### src/rtl/traceback.sv
// Viterbi traceback: walks survivor decisions back through TB_DEPTH trellis
// columns from a start state, then emits the decoded bits oldest first.
module traceback #(
  parameter int NUM_STATE = 4,
  parameter int TB_DEPTH  = 16
) (
  input  logic                 clk,
  input  logic                 rst,
  input  logic                 en,
  input  logic                 i_td_full,
  input  logic                 i_ood,
  input  logic [1:0]           i_best_state,
  input  logic [NUM_STATE-1:0] i_surv,
  output logic                 o_rd_en,
  output logic [3:0]           o_rd_addr,
  output logic                 o_bit,
  output logic                 o_bit_valid,
  output logic                 o_busy,
  output logic                 o_done
);

  localparam logic [3:0] LAST_COL = 4'(TB_DEPTH - 1);

  typedef enum logic [1:0] {IDLE, TRACE, OUTPUT, DONE} tb_state_e;

  tb_state_e             state;
  logic [1:0]            cur_state;
  logic [3:0]            col;
  logic [3:0]            out_cnt;
  logic                  first;
  logic [TB_DEPTH-1:0]   buffer;

  always_ff @(posedge clk or negedge rst) begin
    if (!rst) begin
      state       <= IDLE;
      cur_state   <= 2'b00;
      col         <= 4'd0;
      out_cnt     <= 4'd0;
      first       <= 1'b0;
      buffer      <= '0;
      o_rd_en     <= 1'b0;
      o_rd_addr   <= 4'd0;
      o_bit       <= 1'b0;
      o_bit_valid <= 1'b0;
      o_busy      <= 1'b0;
      o_done      <= 1'b0;
    end else if (!en) begin
      state       <= IDLE;
      o_rd_en     <= 1'b0;
      o_rd_addr   <= 4'd0;
      o_bit       <= 1'b0;
      o_bit_valid <= 1'b0;
      o_busy      <= 1'b0;
      o_done      <= 1'b0;
    end else begin
      case (state)
        IDLE: begin
          // A terminated trellis always ends in state 0, so i_ood beats i_td_full.
          if (i_ood || i_td_full) begin
            cur_state <= i_ood ? 2'b00 : i_best_state;
            state     <= TRACE;
            o_rd_en   <= 1'b1;
            o_rd_addr <= LAST_COL;
            col       <= LAST_COL;
            first     <= 1'b1;
            o_busy    <= 1'b1;
          end
        end
        TRACE: begin
          if (o_rd_addr != 4'd0) o_rd_addr <= o_rd_addr - 4'd1;
          else                   o_rd_en   <= 1'b0;
          // Memory has one cycle of latency: the first cycle only issues a read.
          if (first) begin
            first <= 1'b0;
          end else begin
            buffer[col] <= cur_state[1];
            cur_state   <= {cur_state[0], i_surv[cur_state]};
            if (col == 4'd0) begin
              state       <= OUTPUT;
              o_bit       <= cur_state[1];
              o_bit_valid <= 1'b1;
              out_cnt     <= 4'd0;
            end else begin
              col <= col - 4'd1;
            end
          end
        end
        OUTPUT: begin
          if (out_cnt == LAST_COL) begin
            state       <= DONE;
            o_bit       <= 1'b0;
            o_bit_valid <= 1'b0;
            o_done      <= 1'b1;
          end else begin
            o_bit   <= buffer[out_cnt + 4'd1];
            out_cnt <= out_cnt + 4'd1;
          end
        end
        DONE: begin
          state  <= IDLE;
          o_done <= 1'b0;
          o_busy <= 1'b0;
        end
        default: state <= IDLE;
      endcase
    end
  end

endmodule
### config.mk
export PLATFORM = sky130hd
export DESIGN_NAME = traceback
export DESIGN_NICKNAME = d
export VERILOG_FILES = /design/src/rtl/traceback.sv
export SDC_FILE = /design/constraint.sdc
export NUM_CORES = 1
export LEC_CHECK = 0
export CAP_MARGIN = 20
export CORE_UTILIZATION = 53
export CTS_BUF_LIST = sky130_fd_sc_hd__clkbuf_8
export CTS_CLUSTER_SIZE = 30
export DETAILED_ROUTE_END_ITERATION = 8
export PLACE_DENSITY = 0.81
export SLEW_MARGIN = 20
export SYNTH_ARGS = -nofsm -noshare
export SYNTH_HDL_FRONTEND = slang
export SYNTH_SLANG_ARGS = --single-unit
### constraint.sdc
create_clock -name clk -period 2.1 [get_ports clk]
set_input_delay 0.42 -clock clk [delete_from_list [all_inputs] [get_ports clk]]
set_output_delay 0.42 -clock clk [all_outputs]
set_load 0.01 [all_outputs]
* Word level (Yosys, flattened, before mapping) *
Cells that the tools add are included.

operators by class
  add/sub/neg operators = 3
  magnitude comparators = 4
  eq/ne operators = 19
  multiplexer cells = 48
  bitwise logic cells = 1
  reduce and logical (&&, ||, !) cells = 19

operators by type and width
  cell                                                                                 count
  4-bit two-way mux                                                                    8
  4-bit one-hot mux with 2 select lines                                                3
  3-bit != test, second input constant                                                 6
  1-bit two-way mux                                                                    17
  16-bit bitwise mux                                                                   1
  2-bit two-way mux                                                                    8
  3-bit AND reduction                                                                  5
  3-bit by 1-bit != test with 1-bit output, second input constant                      4
  1-bit one-hot mux with 2 select lines                                                6
  4-bit AND reduction                                                                  3
  4-bit by 5-bit < comparator with 1-bit output, second input constant                 2
  2-bit != test, second input constant                                                 5
  5-bit AND reduction                                                                  2
  2-bit one-hot mux with 4 select lines                                                1
  4-bit by 1-bit subtractor with 4-bit output, second input constant                   2
  4-bit by 1-bit adder with 4-bit output, second input constant                        1
  1-bit binary-select mux with 4-bit select                                            1
  1-bit demux with 4-bit select                                                        1
  2-bit == test, second input constant                                                 2
  4-bit == test, second input constant                                                 1
  4-bit by 1-bit greater-or-equal comparator with 1-bit output, second input constant  1
  4-bit zero test                                                                      1
  2-bit one-hot mux with 2 select lines                                                1
  2-bit AND reduction                                                                  2
  other kinds (9)                                                                      10

storage, ports and cells
  bits in registers = 38
  bits of input ports = 11
  output and inout bits = 9
  logic and storage cells = 106

* Longest topological paths before layout *
Gate-level depths: netlist (run 1).

  depth in word-level cells = 6
  mapped depth = 7
  gate-level depth less buffers = 7

* Least setup slack after synthesis (run 1) *
No wires, ideal clock.

  path kind = register to register
  from = register out_cnt[0]
  to = register o_bit
  setup time = 0.124 ns
  arrival = 1.812 ns
  data required time = 1.976 ns
  path slack = 0.163 ns
  cell stages (with the launch flop) = 7
  path buffers = 0
  clock period less this slack = 1.937 ns
  cells stage by stage = dfrtp_1 ha_1 xor2_1 mux4_1 mux4_2 nand4_1 o21ai_1

on the way
  word-level cells in the longest chain between the ends = 6
  elaborated cells on any way between the ends = 7
  those cells by class = add/sub (1); eq/ne (1); mux (5)

ends and longest elaborated chain
  what                                       RTL line  source
  from (decl)                                29        logic [3:0] out_cnt;
  from (signal assigned)                     96        out_cnt <= out_cnt + 4'd1;
  4-bit by 1-bit adder with 4-bit output     95        o_bit <= buffer[out_cnt + 4'd1];
  1-bit binary-select mux with 4-bit select  95
  1-bit two-way mux (implied by the code)    95
  1-bit two-way mux (*)                      89        if (out_cnt == LAST_COL) begin
  1-bit one-hot mux with 2 select lines (*)  56        case (state)
  1-bit two-way mux (*)                      47        end else if (!en) begin
  to (signal assigned)                       80        o_bit <= cur_state[1];
  to (signal assigned)                       95
  to (decl)                                  16        output logic o_bit,

Every way passes the cells marked *; elsewhere a longest branch is shown, timed or not. The select of a mux whose other input is x is not followed.
A chain may end at the register's enable or synchronous reset.

* Worst setup path in the final report (run 1) *
Same ends and word-level chain as after synthesis.

==> results of run 1 <==
-- where the power goes --
group	total, W	internal, W	switching [W]
combinational	0.00148	0.000665	0.000818
clock	0.000529	0.000264	0.000265
sequential	0.00108	0.000923	0.000155
total	0.00309	0.00185	0.00124
-- layout by cell type (no fill, tap or decap), types with 2 or more instances in the layout --
| master | netlist | final |
|---|---|---|
| clkdlybuf4s50_1 | 0 | 18 |
| nand2_1 | 27 | 26 |
| o21ai_0 | 17 | 17 |
| clkbuf_8 | 0 | 6 |
| nor3_1 | 4 | 4 |
| xor2_1 | 2 | 2 |
| a21oi_1 | 15 | 15 |
| nor2b_1 | 2 | 2 |
| a31oi_1 | 2 | 2 |
| buf_4 | 1 | 20 |
| nand3_1 | 6 | 6 |
| dfrtp_1 | 38 | 38 |
| nand4_1 | 3 | 3 |
| nor2_1 | 26 | 26 |
| a22o_1 | 2 | 2 |
| o21a_1 | 2 | 2 |
| mux4_1 | 4 | 4 |
| inv_1 | 7 | 7 |
| nand2b_1 | 8 | 8 |
| o41ai_1 | 2 | 2 |
| a22oi_1 | 4 | 4 |
| ha_1 | 11 | 11 |
| mux2_2 | 17 | 17 |
-- worst max-delay path: cells and delay by family (launching register included) --
kind	cells	cell delay [ps]
muxes	2	770
and+or+nand+nor	1	110
DFF	1	390
adders and majority gates	1	220
buffers and inverters	1	160
AOI/OAI and AO/OA	1	70
xor gates and xnor gates	1	170
-- per-layer routing --
layer | routed length (um) | GRT usage (%) | up-vias
met2 | 2457 | 40.66 | 28
met1 | 2042 | 30.69 | 887
met3 | 150 | 5.479 | 5
li1 | - | - | 880
met4 | 55 | 7.447 | 0
met5 | 0 | 0 | -
-- per-stage QoR --
step	hold WS [ps]	power, W	area [um2]
2_1_floorplan	124.4	0.002010	2232
3_3_place_gp	468.1	0.002474	2586
3_5_place_dp	462.2	0.002523	2586
4_1_cts	148.9	0.003064	2681
5_1_grt	167.7	0.003339	2703
6_report	133.2	0.003091	2703
-- cell type report --
type / instances / area, um2 / share of cell area, %
Multi-Input combinational cell: 171 / 1217 / 45.05
Sequential cell: 38 / 950.9 / 35.19
Timing Repair Buffer: 40 / 346.6 / 12.82
Clock buffer: 6 / 82.58 / 3.056
Tap cell: 50 / 62.56 / 2.315
Inverter: 8 / 30.03 / 1.111
Clock inverter: 2 / 12.51 / 0.4630
-- worst min-delay path by stage --
stage          start                        to  slack [ps]
4_1_cts          rst     buffer[1]$_DFFE_PN0P_         150
6_report         rst  o_rd_addr[0]$_DFFE_PN0P_         130
5_1_grt          rst     buffer[5]$_DFFE_PN0P_         170
2_1_floorplan    rst     buffer[0]$_DFFE_PN0P_         120
3_5_place_dp     rst  o_rd_addr[0]$_DFFE_PN0P_         460
3_3_place_gp     rst  o_rd_addr[3]$_DFFE_PN0P_         470
-- sequential cells by signal (all words and copies together), names as in the netlist --
register     count
buffer          16
col              4
o_rd_addr        4
out_cnt          4
cur_state        2
state            2
first            1
o_bit            1
o_bit_valid      1
o_busy           1
o_done           1
o_rd_en          1
-- kinds of logic (layout without fill, tap and decap cells) --
logic type                 Yosys count  count (layout)  synth area share [%]
and+or+nand+nor                     84              84                 18.16
AOI/OAI and AO/OA                   51              51                 13.90
DFF                                 38              38                 42.60
muxes                               23              23                 14.74
buffers and inverters               18              56                 3.644
adders and majority gates           11              11                 6.166
xor gates and xnor gates             2               2                0.7849
-- timing repair --
item	CTS	global route
resized for setup	0	4
setup endpoints to repair	0	4
endpoints found under the hold margin	0	0
==> impl_results.md, run 1 <==
- Leak Pwr: 1.218 nW
- Initial DRC count: 180
- FF-to-FF End: o_bit$_DFFE_PN0P_
- Diode count: 0
- Worst vdd ir: 0.5182 mV
- Area grow syn2layout: 21.08%
- Ys flop type: dfrtp_1
- Commonest cells in the netlist: 38 x dfrtp_1, 27 x nand2_1, 26 x nor2_1
- # fillers: 313
- Setup WS post-layout: 107.6 ps
- Hold_buf cts: 0
- First-pass GRT wire length: 8079 um
- Synth area leaders: dfrtp_1 43%, mux2_2 8.6%, ha_1 6.2%
- Yosys warns: 0
- Seq cells post-synth: 38
- Max-slew violation count: 0
- Clock skew: approximately 4.4 ps
- Final setup violation count: 0
- Yosys top cell by area: dfrtp_1
- Crit path max-delay cell type: mux4_2
- Synthesized area: 2232 um2
- Die area: 4475 um2
- GR Overflow Total: 0
- CTS Sinks: 38
- Reg2Reg Setup Slack: 110 ps
- Sum Neg Setup Slack: 0 ps
- Average size of a mapped cell: between 9 and 10 um2
- Cell Rows: 23
- Height of the die: 66.90 um
- Ratio of cells with drive above 1 in the final layout: 20.75%
- Gpl congestion: approximately 0.82
- Max_cap viols: 0
- DR vias/cell: 5.714
- Final ANT Viol Nets: 0
- Initial antenna violation count: 0
- CP startpoint kind: flop
- Worst Path Required: roughly 2300 ps
- Drt first pass iters: 4
- Vias in the first global route: ~1800
- Crit Path Max Fanout: 4
- Top-count cell post-synth: dfrtp_1
- Synthesized Nets: 249
- NumNets Final: 286
- Final core utilization: ~67%
- Fmax: roughly 500 MHz
- Reg-to-Reg Start: out_cnt[0]$_DFFE_PN0P_
- CP startpoint: out_cnt[0]$_DFFE_PN0P_
- Cts bufs inserted: 5
- Top cell type's share of synthesized area: 42.60%
- Die width: around 67 um
- GRT Total Usage: 24.21%
- Kind of end point of the critical path: flop
- Placed cells: 307
- Min-delay worst type: primary input to asynchronous set/reset pin
- Least-Margin Pin Slew: 607.0 ps
- EDFF count, synth: 0
- Routed WL: 4706 um
- Post-Syn Instances: 227
- RSZ-0062 raised after global routing: false
- Worst skew pair latency: 290 ps
- TritonCTS clock tree: yes
- Initial Utilization: 55.40%
- DP Wirelength: 3359 um
- Number of remaining DRC errors: 0
- Netlist cell types: 41
- Post-Layout Cell Count: 315
- Root buf cell: clkbuf_8
- IO Count: 20
- Critical Path End: o_bit$_DFFE_PN0P_
- Async set-reset flop share out of synthesis: 100.0%
- DR WL/cell: 14.94 um
- Clock buffer depth: 2
- Outcome: finished clean
- Largest net degree at the start of global routing: 27
- Final hold viol count: 0
- Post-CTS Setup Bufs: 0
- Tmin final: 1992 ps
- Pwr Density: around 1100 nW/um2
- Sequential area share after synthesis: 42.60%
- Via count: 1800
- Worst-path clk slew: 80 ps
- Rel. slew slack: 59.53%
- Dpl ws: 75.08 ps
- Critical Path Max Stage Delay: between 400 and 500 ps
- R2R cell count: 7
- Port Buf Inserts: 19
- Tcrit/Tclk final: between 90 and 100%
- CP arrival: between 2000 and 2500 ps
- Crit path kind: flop to flop
- Crit-path cells: ha_1, xor2_1, buf_4, mux4_1, mux4_2, nand4_1, o21ai_1
- Core area: 4029 um2
- Max H-tree Level: 2
Note: power is estimated with default switching activity, not from simulation.
==> inputs of run 2 (changes only) <==
--- a/config.mk
+++ b/config.mk
@@ -5,7 +5,6 @@
 export SDC_FILE = /design/constraint.sdc
 export NUM_CORES = 1
 export LEC_CHECK = 0
-export CAP_MARGIN = 20
 export CORE_UTILIZATION = 53
 export CTS_BUF_LIST = sky130_fd_sc_hd__clkbuf_8
 export CTS_CLUSTER_SIZE = 30
==> results of run 2 <==
Final layout, timing and power as in run 1 (identical DEF).
==> inputs of run 3 (changes only) <==
==> constraint.sdc (replaced) <==
create_clock -name clk -period 2.5 [get_ports clk]
set_input_delay 0.5 -clock clk [delete_from_list [all_inputs] [get_ports clk]]
set_output_delay 0.5 -clock clk [all_outputs]
set_load 0.01 [all_outputs]
==> impl_results.md, run 3 (same netlist as run 1, synthesis figures left out) <==
- Most frequent cells in the layout: 38 x dfrtp_1, 27 x nand2_1, 26 x nor2_1 (was 38 x dfrtp_1, 26 x nor2_1, 26 x nand2_1)
- Cts bufs inserted: 5 (unchanged)
- Number of remaining DRC errors: 0 (unchanged)
- Reg power frac: 38.6% (was 34.9%)
- DR vias/cell: 5.782 (was 5.714)
- CP arrival: 2380 ps (was 2170 ps)
- Max-slew violation count: 0 (unchanged)
- Pwr Density: 987.8 nW/um2 (was 1144 nW/um2)
- WHS: 303.5 ps (was 133.2 ps)
- Die width: 66.90 um (unchanged)
- GR Overflow Total: 0 (unchanged)
- Initial antenna violation count: 0 (unchanged)
- Post-cts sizing count: 0 (unchanged)
- CTS Sinks: 38 (unchanged)
- Max H-tree Level: 2 (unchanged)
- Outcome: finished clean (unchanged)
- Reg2Reg Setup Slack: 310 ps (was 110 ps)
- # fillers: 340 (was 313)
- Cell Rows: 23 (unchanged)
- NumNets Final: 270 (was 286)
- Commonest non-fill, non-tap cell in the layout: dfrtp_1 (unchanged)
- Routed WL: 4379 um (was 4706 um)
- Area grow syn2layout: 15.53% (was 21.08%)
- Diode count: 0 (unchanged)
- Crit Path Max Fanout: 6 (was 4)
- Cell Int Power: 0.001556 W (was 0.001853 W)
- NetSw: 0.0009912 W (was 0.001238 W)
- Max_cap viols: 0 (unchanged)
- Min-delay worst type: primary input to asynchronous set/reset pin (unchanged)
- Least-Margin Pin Slew: 844.1 ps (was 607.0 ps)
- Clock power frac: 21.0% (was 17.1%)
- Worst Path Required: 2690 ps (was 2280 ps)
- Largest net degree at the start of global routing: 39 (was 27)
- Sum Neg Setup Slack: 0 ps (unchanged)
- Root buf cell: clkbuf_8 (unchanged)
- Crit path kind: flop to flop (unchanged)
- Hold_buf cts: 0 (unchanged)
- Fmax: 457.4 MHz (was 501.9 MHz)
- Clock skew: 11.85 ps (was 4.415 ps)
- Top reg by flops: buffer (unchanged)
- Final core utilization: 64.01% (was 67.08%)
- RSZ-0062 raised after global routing: false (unchanged)
- Die area: 4475 um2 (unchanged)
- Kind of end point of the critical path: flop (unchanged)
- Post-CTS Setup Bufs: 0 (unchanged)
- Combinational group share of total power: 40.4% (was 48.0%)
- Drt first pass iters: 4 (unchanged)
- Leak Pwr: 1.147 nW (was 1.218 nW)
- DP Wirelength: 3087 um (was 3359 um)
- Port Buf Inserts: 19 (unchanged)
- Initial Utilization: 55.40% (unchanged)
- Core area: 4029 um2 (unchanged)
- Worst skew pair latency: 300 ps (was 290 ps)
- Initial DRC count: 143 (was 180)
- First-pass GRT wire length: 7541 um (was 8079 um)
- DR WL/cell: 14.69 um (was 14.94 um)
- Worst vdd ir: 0.5359 mV (was 0.5182 mV)
- Final hold viol count: 0 (unchanged)
- Design Power: 0.002547 W (was 0.003091 W)
- Area of the multi-input gates: 1200 um2 (was 1217 um2)
- CP startpoint kind: flop (unchanged)
- Gpl congestion: 0.7580 (was 0.8229)
- Switching Fraction: 38.91% (was 40.06%)
- Rel. slew slack: 43.73% (was 59.53%)
- Height of the die: 66.90 um (unchanged)
- Number of flip-flops in the largest register: 16 (unchanged)
- GRT Total Usage: 23.00% (was 24.21%)
- TritonCTS clock tree: yes (unchanged)
- Worst-path clk slew: 80 ps (about the same)
- Final setup violation count: 0 (unchanged)
- Tcrit/Tclk final: 87.46% (was 94.88%)
- IO Count: 20 (unchanged)
- Storage element area: 950.9 um2 (unchanged)
- Ratio of cells with drive above 1 in the final layout: 14.52% (was 20.75%)
- Via count: 1723 (was 1800)
- Vias in the first global route: 1637 (was 1795)
- Clock buffer depth: 2 (unchanged)
- Tmin final: 2186 ps (was 1992 ps)
- Final ANT Viol Nets: 0 (unchanged)
[run 3: per-layer routing]
layer / part of all wire, % / GRT usage, %
met3: 2.6 / 5.651
met4: 1.5 / 7.979
met2: 47 / 36.99
met1: 49 / 30.02
met5: 0 / 0
[run 3: final cells by class]
type | count | area share (%)
clock buffer | 6 | 3.202
clock inverter | 1 | 1.164
inverter | 8 | 1.164
multi-input combinational | 171 | 46.53
sequential | 38 | 36.88
tap | 50 | 2.426
timing repair buffer | 24 | 8.637
[run 3: path summary, 6_finish.rpt]
path                                   startpoint                       to  cells past startpoint
setup / recovery           out_cnt[0]$_DFFE_PN0P_        o_bit$_DFFE_PN0P_                      6
hold / removal                                rst  o_bit_valid$_DFFE_PN0P_                      1
setup reg to reg           out_cnt[0]$_DFFE_PN0P_        o_bit$_DFFE_PN0P_                      6
hold reg to reg            buffer[15]$_DFFE_PN0P_   buffer[15]$_DFFE_PN0P_                      1
max in group asynchronous                     rst       col[3]$_DFFE_PN0P_                      1
min in group clk           buffer[15]$_DFFE_PN0P_   buffer[15]$_DFFE_PN0P_                      1
[run 3: worst max-delay path: stages (launching register included)]
cell and delay, ps:
dfrtp_1 390, ha_1 280, xor2_1 380, mux4_1 370, mux4_2 490, nand4_1 100
o21ai_1 60
[run 3: power by group through the flow]
stage	registers, W	clock network, W	logic, W
2_1_floorplan	0.000919	0	0.000770
3_5_place_dp	0.000993	0	0.00102
4_1_cts	0.000983	0.000546	0.00103
6_report	0.000985	0.000534	0.00103
3_3_place_gp	0.000982	0	0.000998
5_1_grt	0.00101	0.000568	0.00116
[run 3: stage by stage]
stage / cells / instance area (um2) / setup WS, ps
2_1_floorplan: 227 / 2232 / 563.3
3_3_place_gp: 291 / 2466 / 163.4
3_5_place_dp: 291 / 2466 / 158.4
4_1_cts: 298 / 2579 / 323.9
5_1_grt: 298 / 2579 / 179.6
6_report: 298 / 2579 / 313.5
